==> config.mk <==
export PLATFORM = sky130hd
export DESIGN_NAME = lsu_seq_ctrl
export DESIGN_NICKNAME = d
export VERILOG_FILES = /design/src/rtl/lsu_pkg.sv /design/src/rtl/load_extend.sv /design/src/rtl/lsu_seq_ctrl.sv
export SDC_FILE = /design/constraint.sdc
export NUM_CORES = 1
export LEC_CHECK = 0
export ABC_CLOCK_PERIOD_IN_PS = 5500
export BUFFER_PORTS_ARGS = -buffer_cell sky130_fd_sc_hd__buf_2
export CORE_ASPECT_RATIO = 0.8
export CORE_UTILIZATION = 30
export CTS_BUF_LIST = sky130_fd_sc_hd__clkbuf_16
export CTS_CLUSTER_SIZE = 20
export DETAILED_ROUTE_END_ITERATION = 10
export GPL_ROUTABILITY_DRIVEN = 0
export PLACE_DENSITY = 0.56
export SLEW_MARGIN = 20
export SYNTH_ARGS = -nofsm -noshare
export SYNTH_HDL_FRONTEND = slang
export SYNTH_SLANG_ARGS = --single-unit
==> constraint.sdc <==
create_clock -name clk -period 5.5 [get_ports clk]
set_clock_uncertainty 0.05 [all_clocks]
set_input_delay 0.55 -clock clk [delete_from_list [all_inputs] [get_ports clk]]
set_output_delay 0.55 -clock clk [all_outputs]
set_load 0.05 [all_outputs]
==> src/rtl/lsu_pkg.sv <==
// Shared definitions for the load/store sequencer: access modes, FSM states
// and the mode-to-byte-count helper.
package lsu_pkg;

    localparam logic [2:0] BYTE              = 3'b000;
    localparam logic [2:0] HALFWORD          = 3'b001;
    localparam logic [2:0] WORD              = 3'b010;
    localparam logic [2:0] BYTE_UNSIGNED     = 3'b011;
    localparam logic [2:0] HALFWORD_UNSIGNED = 3'b100;

    typedef enum logic [1:0] {
        IDLE = 2'd0,
        XFER = 2'd1,
        DONE = 2'd2
    } state_e;

    // Number of byte transfers for a mode; illegal modes are rejected before use.
    function automatic logic [2:0] mode_nbytes(input logic [2:0] mode);
        case (mode)
            BYTE, BYTE_UNSIGNED:         mode_nbytes = 3'd1;
            HALFWORD, HALFWORD_UNSIGNED: mode_nbytes = 3'd2;
            WORD:                        mode_nbytes = 3'd4;
            default:                     mode_nbytes = 3'd1;
        endcase
    endfunction

endpackage

==> src/rtl/load_extend.sv <==
// Combinational sign/zero extension of the assembled load bytes by access mode.
module load_extend (
    input  logic [31:0] i_acc,
    input  logic [2:0]  i_mode,
    output logic [31:0] o_data
);
    import lsu_pkg::*;

    always_comb begin
        o_data = i_acc;
        case (i_mode)
            BYTE:              o_data = {{24{i_acc[7]}}, i_acc[7:0]};
            HALFWORD:          o_data = {{16{i_acc[15]}}, i_acc[15:0]};
            BYTE_UNSIGNED:     o_data = {24'h0, i_acc[7:0]};
            HALFWORD_UNSIGNED: o_data = {16'h0, i_acc[15:0]};
            default:           o_data = i_acc;
        endcase
    end

endmodule

==> src/rtl/lsu_seq_ctrl.sv <==
// Big-endian byte-serial load/store sequencer for a byte-wide data memory.
// Optional MISALIGN_TRAP_EN rejects misaligned halfword/word accesses.
module lsu_seq_ctrl #(
    parameter int unsigned ADDR_W    = 32,
    parameter int unsigned MEM_BYTES = 1000
) (
    input  logic              clk,
    input  logic              rst,
    input  logic              req,
    input  logic              req_we,
    input  logic [ADDR_W-1:0] req_addr,
    input  logic [2:0]        req_mode,
    input  logic [31:0]       req_wdata,
    output logic              busy,
    output logic              done,
    output logic              err,
    output logic [31:0]       rdata,
    output logic [ADDR_W-1:0] mem_addr,
    output logic              mem_re,
    output logic              mem_we,
    output logic [7:0]        mem_wdata,
    input  logic [7:0]        mem_rdata
);
    import lsu_pkg::*;

    localparam logic [ADDR_W-1:0] MEM_LIMIT = ADDR_W'(MEM_BYTES);

    state_e            r_state;
    state_e            w_state_next;
    logic              r_we;
    logic [ADDR_W-1:0] r_addr;
    logic [2:0]        r_mode;
    logic [31:0]       r_wdata;
    logic [2:0]        r_nbytes;
    logic [1:0]        r_cnt;
    logic [23:0]       r_acc;
    logic [31:0]       r_rdata;
    logic              r_done;
    logic              r_err;

    logic [2:0]        w_nbytes;
    logic [ADDR_W-1:0] w_last_addr;
    logic              w_misalign;
    logic              w_reject;
    logic              w_last;
    logic [1:0]        w_byte_idx;
    logic [31:0]       w_acc_next;
    logic [31:0]       w_ext;

    // Accept-time request qualification
    assign w_nbytes    = mode_nbytes(req_mode);
    assign w_last_addr = req_addr + ADDR_W'(w_nbytes) - ADDR_W'(1);

`ifdef MISALIGN_TRAP_EN
    assign w_misalign = (((req_mode == HALFWORD) || (req_mode == HALFWORD_UNSIGNED)) && req_addr[0])
                      || ((req_mode == WORD) && (req_addr[1:0] != 2'b00));
`else
    assign w_misalign = 1'b0;
`endif

    // Both ends are checked so that an access wrapping past 2^ADDR_W is also rejected
    assign w_reject = (req_mode > HALFWORD_UNSIGNED) || (req_addr >= MEM_LIMIT)
                    || (w_last_addr >= MEM_LIMIT) || w_misalign;

    assign w_last     = ({1'b0, r_cnt} == (r_nbytes - 3'd1));
    assign w_byte_idx = 2'(r_nbytes - 3'd1 - {1'b0, r_cnt});
    assign w_acc_next = {r_acc, mem_rdata};

    load_extend u_load_extend (
        .i_acc  (w_acc_next),
        .i_mode (r_mode),
        .o_data (w_ext)
    );

    always_ff @(posedge clk or posedge rst) begin
        if (rst) r_state <= IDLE;
        else     r_state <= w_state_next;
    end

    // Next state and memory-side strobes
    always_comb begin
        w_state_next = r_state;
        busy         = 1'b1;
        mem_addr     = '0;
        mem_re       = 1'b0;
        mem_we       = 1'b0;
        mem_wdata    = 8'h00;
        case (r_state)
            IDLE: begin
                busy = req;
                if (req) w_state_next = w_reject ? DONE : XFER;
            end
            XFER: begin
                mem_addr = r_addr + ADDR_W'(r_cnt);
                if (r_we) begin
                    mem_we    = 1'b1;
                    mem_wdata = r_wdata[{w_byte_idx, 3'b000} +: 8];
                end else begin
                    mem_re = 1'b1;
                end
                if (w_last) w_state_next = DONE;
            end
            DONE:    w_state_next = IDLE;
            default: w_state_next = IDLE;
        endcase
    end

    // Request latch, byte counter, load assembly and registered responses
    always_ff @(posedge clk or posedge rst) begin
        if (rst) begin
            r_we     <= 1'b0;
            r_addr   <= '0;
            r_mode   <= 3'b000;
            r_wdata  <= 32'h0;
            r_nbytes <= 3'd0;
            r_cnt    <= 2'd0;
            r_acc    <= 24'h0;
            r_rdata  <= 32'h0;
            r_done   <= 1'b0;
            r_err    <= 1'b0;
        end else begin
            r_done <= 1'b0;
            case (r_state)
                IDLE: begin
                    if (req) begin
                        r_we     <= req_we;
                        r_addr   <= req_addr;
                        r_mode   <= req_mode;
                        r_wdata  <= req_wdata;
                        r_nbytes <= w_nbytes;
                        r_cnt    <= 2'd0;
                        r_acc    <= 24'h0;
                        r_done   <= w_reject;
                        r_err    <= w_reject;
                    end
                end
                XFER: begin
                    if (!r_we) r_acc <= w_acc_next[23:0];
                    if (w_last) begin
                        r_done <= 1'b1;
                        if (!r_we) r_rdata <= w_ext;
                    end else begin
                        r_cnt <= r_cnt + 2'd1;
                    end
                end
                DONE:    r_err <= 1'b0;
                default: r_err <= 1'b0;
            endcase
        end
    end

    assign done  = r_done;
    assign err   = r_err;
    assign rdata = r_rdata;

endmodule

==> results of run 1 <==
==> power by group <==
part / switching, W / internal, W / total, W
combinational: 0.000470 / 0.000320 / 0.000790
clock: 0.000462 / 0.000671 / 0.00113
sequential: 0.000126 / 0.00112 / 0.00125
==> flip-flops by register name, summed over array words and instances, names as in the netlist <==
register  flops
err           1
r_acc        24
r_wdata      32
done          1
r_mode        3
r_we          1
r_cnt         2
r_state       2
r_nbytes      3
rdata        32
r_addr       32
==> layout make-up <==
type	count	area, sq um	share of cell area (%)
multi-input combinational	793	5000	47.9
timing repair buffer	165	851	8.14
sequential	133	3330	31.8
clock inverter	15	156	1.50
tap	370	463	4.43
inverter	58	223	2.13
clock buffer	17	425	4.07
==> cell usage after synthesis (3+ instances only) <==
master    instances  area share (%)
o31ai_1           6            0.52
mux4_2            8             2.1
nor3_1           11            0.63
dfrtp_1         133              38
nand2b_1         16             1.2
o21bai_1          5            0.43
o21ai_0          68             3.9
mux2_2           10             1.3
nand3_1          21             1.2
and4_1            4            0.40
a31oi_1           7            0.50
a22o_1           24             2.4
xnor2_1          15             1.5
nor2b_1          17             1.2
and3_1           10            0.72
xor2_1           22             2.2
inv_1            58             2.5
a21o_1            8            0.69
mux2i_1           4            0.46
clkbuf_1         41             1.8
nor3b_1           4            0.35
o21a_1            5            0.43
or3_1            11            0.79
a21oi_1          73             4.2
or4_1             4            0.35
o211ai_1          8            0.69
ha_1             57             8.2
and2_1           13            0.94
nor4_1            8            0.58
a211o_1           3            0.30
nand2_1         199             8.6
o22ai_1           3            0.22
a211oi_1         11            0.95
nand4_1          10            0.72
nor2_1           84             3.6
==> worst reg2reg max path, stage by stage, from the launching register on <==
cell and delay (ps):
dfrtp_1 450, ha_1 650, nand3_1 300, nor3_2 220, buf_4 410, nor3b_4 690
a21oi_1 160
==> cells by family (layout without fill, tap and decap cells) <==
family / after synthesis / count (layout) / share of synthesized area (%)
AO/OA/AOI/OAI: 247 / 247 / 18.2
XOR/XNOR: 37 / 37 / 3.73
adder cells (fa/ha/maj): 59 / 59 / 8.66
buffers and inverters: 100 / 255 / 4.40
flip-flops: 133 / 133 / 38.3
multiplexers: 22 / 22 / 3.83
AND/OR/NAND/NOR: 428 / 428 / 22.9
==> metrics by stage <==
step           worst slack [ps]  std cells
5_1_grt                    1130       1551
6_report                   1440       1551
4_1_cts                    1380       1551
3_5_place_dp               1110       1519
3_3_place_gp               1190       1519
2_1_floorplan              1350       1026
==> worst min-delay path by stage <==
stage,startpoint,endpoint,slack (ps),cells after the start
after global routing,rst,rdata[25],270,2
final,rst,rdata[19],200,2
after floorplan,r_wdata[0],r_wdata[0],390,2
after detailed placement,r_wdata[20],r_wdata[20],410,2
after global placement,r_wdata[20],r_wdata[20],410,2
after CTS,rst,rdata[19],240,2
==> per-layer routing <==
layer | GRT usage [%] | wire, microns | vias to the layer above
li1 | - | - | 3866
met1 | 24.9 | 12500 | 3786
met2 | 26.8 | 11300 | 253
met3 | 3.11 | 1490 | 12
met4 | 3.45 | 208 | 0
met5 | 0 | 0 | -
==> out/metrics.csv, run 1 <==
stage,metric,value,unit
run_status,status,completed,
timing,fin_crit,4060,ps
clock_tree,htree_num_levels,4,
synth,yosysWarnings,0,
die,die_y,154,microns
final_layout,utilization,36.9,%
clock_tree,cts_tree,yes,
clock_tree,clockBufferDepth,2,
clock_tree,insertion_delay,410,ps
timing,finalSetupTns,0,ps
timing,worstMarginPinSlew,969,ps
power_and_ir_drop,total_power,0.00317,W
die,die_area,29700,sq um
final_layout,mostFrequentLayoutCell,nand2_1,
setup_path,crit_path_top_delay_cell,fa_1,
die,fp.dieW,192,microns
final_layout,nFillCells,2981,
setup_path,arrival,4290,ps
power_and_ir_drop,irDropWorstVdd,0.203,mV
clock_tree,hold_buffers,0,
routing,drt-initial-drc-count,714,
grt,antenna_found_initial,0,
setup_path,r2r_end,rdata[17],
synth,synth-edff-count,0,
timing,rsz0062_at_grt,no,
setup_path,cp_max_fo,6,
routing,wl_per_cell,16.4,microns
synth,syn_nets,1164,
grt,grt_pass1_wl,40.6,mm
routing,drt_wl_total,25.5,mm
setup_path,end_kind,register,
synth,synth-seq-area-share,38.3,%
timing,setup_viol,0,
setup_path,crit_buf_inv,3,
setup_path,r2r_slack,2430,ps
grt,overflow,0,
grt,grt_max_degree,103,
power_and_ir_drop,leakage,4.93,nW
setup_path,r2r_cells,6,
routing,routed_via_density,5.10,
setup_path,setup.worst_path.end,err,
timing,final_hold_viol_count,0,
clock_tree,cts_sinks,133,
setup_path,crit_type,in -> reg,
clock_tree,post_cts_resize_count,0,
final_layout,final_nets,1306,
grt,grt_use_total,17.2,%
routing,drtAntennaViolNets,0,
timing,fmax,247,MHz
timing,whs,198,ps
power_and_ir_drop,powerDensity,303,nW/um^2
setup_path,critPathMaxStageDelay,410,ps
clock_tree,clk_pin_slew,60,ps
clock_tree,cts_buffers,17,
synth,async_flop_share,100,%
synth,ys.flop_type,dfrtp_1,
clock_tree,cts_root_buffer,clkbuf_16,
timing,fin_crit_sh,73.7,%
placement,placed_area,9860,sq um
die,initial_core_util,30.7,%
setup_path,cp-startpoint,req_mode[0],
routing,drc,0,
synth,syn_inst,1026,
synth,netlist_area,8700,sq um
routing,dr.pass1.iters,5,
routing,detailroute.via_count,7917,
timing,relSlewSlack,34.8,%
setup_path,cp.required,5740,ps
synth,yosys_register_bits,133,
setup_path,worstReg2RegStart,r_cnt[0],
final_layout,layout-drive-gt1-share,19.1,%
final_layout,layout_common_cells,"nand2_1, buf_2, dfrtp_1",
setup_path,critPathLaunchType,primary input,
run,cap_violations,0,
clock_tree,post_cts_buffers,0,
setup_path,path_cells,buf_2 > xor2_1 > nand2b_1 > ha_1 > inv_1 > ha_1 > inv_1 > fa_1 > nor2b_1 > o31ai_1 > a31oi_1 > o21bai_1 > a211o_1 > a222oi_1 > nand4_1 > nor4_1 > a211oi_1,
setup_path,crit_family,compound AO/OA/AOI/OAI gates,
placement,hpwlAfterDp,19.5,mm
hold_path,hp-class,in -> async,
final_layout,area.growth.synth_to_final,20.2,%
setup_path,critical_path_cell_count,17,
synth,ys_types,70,
die,num_io_pins,156,
placement,port-buffer-count,155,
final_layout,stdcell_area,10500,sq um
final_layout,antenna_cells,0,
synth,syn_avg_cell_area,8.48,sq um
timing,slew_viol_final,0,
die,core,28400,sq um
die,row_count,55,
grt,grt_pass1_vias,7534,
No activity file was read; power rests on OpenSTA's default activity.
==> run 2: changes to the inputs <==
Settings changed: ABC_CLOCK_PERIOD_IN_PS 5500 to 3500, PLACE_DENSITY 0.56 to 0.58.
Clock period 5.5 ns to 3.5 ns, I/O delays scaled along.
==> out/metrics.csv, run 2 (synthesized netlist as in run 1, its figures left out) <==
stage,metric,value,unit
routing,drt_wl_total,25.7,mm
clock_tree,cts_tree,yes,
final_layout,nFillCells,2907,
setup_path,cp.required,3760,ps
timing,final_hold_viol_count,0,
final_layout,area.growth.synth_to_final,24.7,%
placement,place_ws,-358,ps
timing,fin_crit,3320,ps
setup_path,crit_family,adder cells,
setup_path,r2r_end,rdata[27],
placement,placed_area,10200,sq um
timing,setup_ws,181,ps
clock_tree,hold_buffers,0,
final_layout,stdcell_area,10800,sq um
routing,drtAntennaViolNets,0,
clock_tree,insertion_delay,430,ps
placement,hpwlAfterDp,19.9,mm
grt,overflow,0,
setup_path,end_kind,register,
die,core,28400,sq um
timing,fmax,301,MHz
routing,detailroute.via_count,8108,
timing,finalSetupTns,0,ps
die,die_y,154,microns
setup_path,critPathLaunchType,primary input,
run,cap_violations,0,
timing,worstMarginPinSlew,939,ps
grt,grt_max_degree,47,
timing,relSlewSlack,37.3,%
clock_tree,cts_root_buffer,clkbuf_16,
setup_path,worstReg2RegStart,r_nbytes[0],
die,die_area,29700,sq um
setup_path,critPathMaxStageDelay,360,ps
die,fp.dieW,192,microns
run_status,status,completed,
hold_path,hp-class,in -> async,
routing,drc,0,
grt,grt_pass1_wl,40.4,mm
timing,rsz0062_at_grt,yes,
die,row_count,55,
setup_path,path_cells,buf_2 > xor2_1 > nand2b_1 > ha_1 > inv_1 > ha_1 > inv_1 > fa_2 > nor2b_2 > buf_4 > o31a_1 > o211ai_1 > nand3_1 > mux2_2 > a222oi_1 > nand4_1 > buf_4 > o21ai_1 > nand2_1,
clock_tree,htree_num_levels,4,
clock_tree,clockBufferDepth,2,
die,num_io_pins,156,
setup_path,r2r_cells,9,
final_layout,final_nets,1344,
clock_tree,cts_buffers,17,
power_and_ir_drop,powerDensity,465,nW/um^2
grt,antenna_found_initial,2,
die,initial_core_util,30.7,%
final_layout,utilization,38.2,%
power_and_ir_drop,irDropWorstVdd,0.291,mV
routing,routed_via_density,5.10,
routing,drt-initial-drc-count,559,
power_and_ir_drop,leakage,5.12,nW
clock_tree,cts_sinks,133,
setup_path,arrival,3580,ps
placement,place_inst,1555,
clock_tree,clk_pin_slew,70,ps
setup_path,crit_path_top_delay_cell,mux2_2,
timing,slew_viol_final,0,
routing,dr.pass1.iters,5,
grt,grt_pass1_vias,7680,
setup_path,crit_buf_inv,5,
timing,fin_crit_sh,94.8,%
setup_path,r2r_slack,1050,ps
placement,port-buffer-count,155,
timing,setup_viol,0,
setup_path,crit_type,in -> reg,
final_layout,antenna_cells,0,
final_layout,fin_cells,1589,
setup_path,cp_max_fo,5,
grt,grt_use_total,17.3,%
routing,wl_per_cell,16.2,microns
final_layout,mostFrequentLayoutCell,nand2_1,
final_layout,layout_common_cells,"nand2_1, buf_2, dfrtp_1",
final_layout,layout-drive-gt1-share,23.2,%
[run 2: changes by cell type in the layout (fill, tap and decap cells not counted), moves of 3 or more]
cell / before / now
inv_8: 0 / 5
a21oi_2: 0 / 4
buf_4: 10 / 47
a21oi_1: 73 / 69
buf_2: 155 / 152
[run 2: layer usage]
layer | up-vias | share of wire [%] | GRT usage (%)
met5 | - | 0.051 | 0
met4 | 2 | 2.4 | 5.44
met3 | 41 | 6.6 | 4.27
met2 | 276 | 44 | 26.5
met1 | 3848 | 47 | 23.7
li1 | 3941 | - | -
[run 2: through the flow]
| stage | power (W) | hold slack (ps) |
|---|---|---|
| after floorplan | 0.00285 | 390 |
| after global placement | 0.00325 | 406 |
| after detailed placement | 0.00327 | 409 |
| after CTS | 0.00507 | 47.6 |
| after global routing | 0.00533 | 54.0 |
| final | 0.00504 | 52.4 |
[run 2: where the power goes]
| part | switching [W] | internal, W | leakage (nW) | total, W |
|---|---|---|---|---|
| registers | 0.000203 | 0.00176 | 1.61 | 0.00196 |
| logic | 0.000753 | 0.000547 | 3.23 | 0.00130 |
| clock network | 0.000821 | 0.000953 | 0.281 | 0.00177 |
[run 2: area by class of cell]
cell class | instances | area [sq um] | area share [%]
Multi-Input combinational cell | 793 | 5080 | 46.8
Clock inverter | 15 | 156 | 1.44
Timing Repair Buffer | 203 | 1170 | 10.8
Inverter | 58 | 221 | 2.04
Sequential cell | 133 | 3330 | 30.7
Clock buffer | 17 | 425 | 3.92
Tap cell | 370 | 463 | 4.27
[run 2: worst max-delay path by stage]
stage / startpoint / to / slack (ps) / cells past startpoint
4_1_cts: r_cnt[1] / mem_addr[19] / 20 / 8
3_5_place_dp: req_mode[2] / r_state[0] / -360 / 16
5_1_grt: req_mode[0] / r_state[0] / -40 / 19
3_3_place_gp: req_mode[0] / err / -300 / 17
6_report: req_mode[0] / done / 180 / 19
2_1_floorplan: req_mode[2] / err / 70 / 16
[run 2: worst register-to-register path, stage by stage (launching register included)]
cell and delay (ps):
dfrtp_1 370, inv_1 50, ha_1 290, xor2_1 260, nand3_1 220, nor3_2 280
buf_12 250, nor3b_2 190, buf_4 250, a21oi_1 100
[run 2: repair_timing]
item,in CTS,in global routing
setup buffers,0,2
setup endpoints to repair,1,11
resized for setup,1,22
gates cloned,0,0
pin swaps,0,7
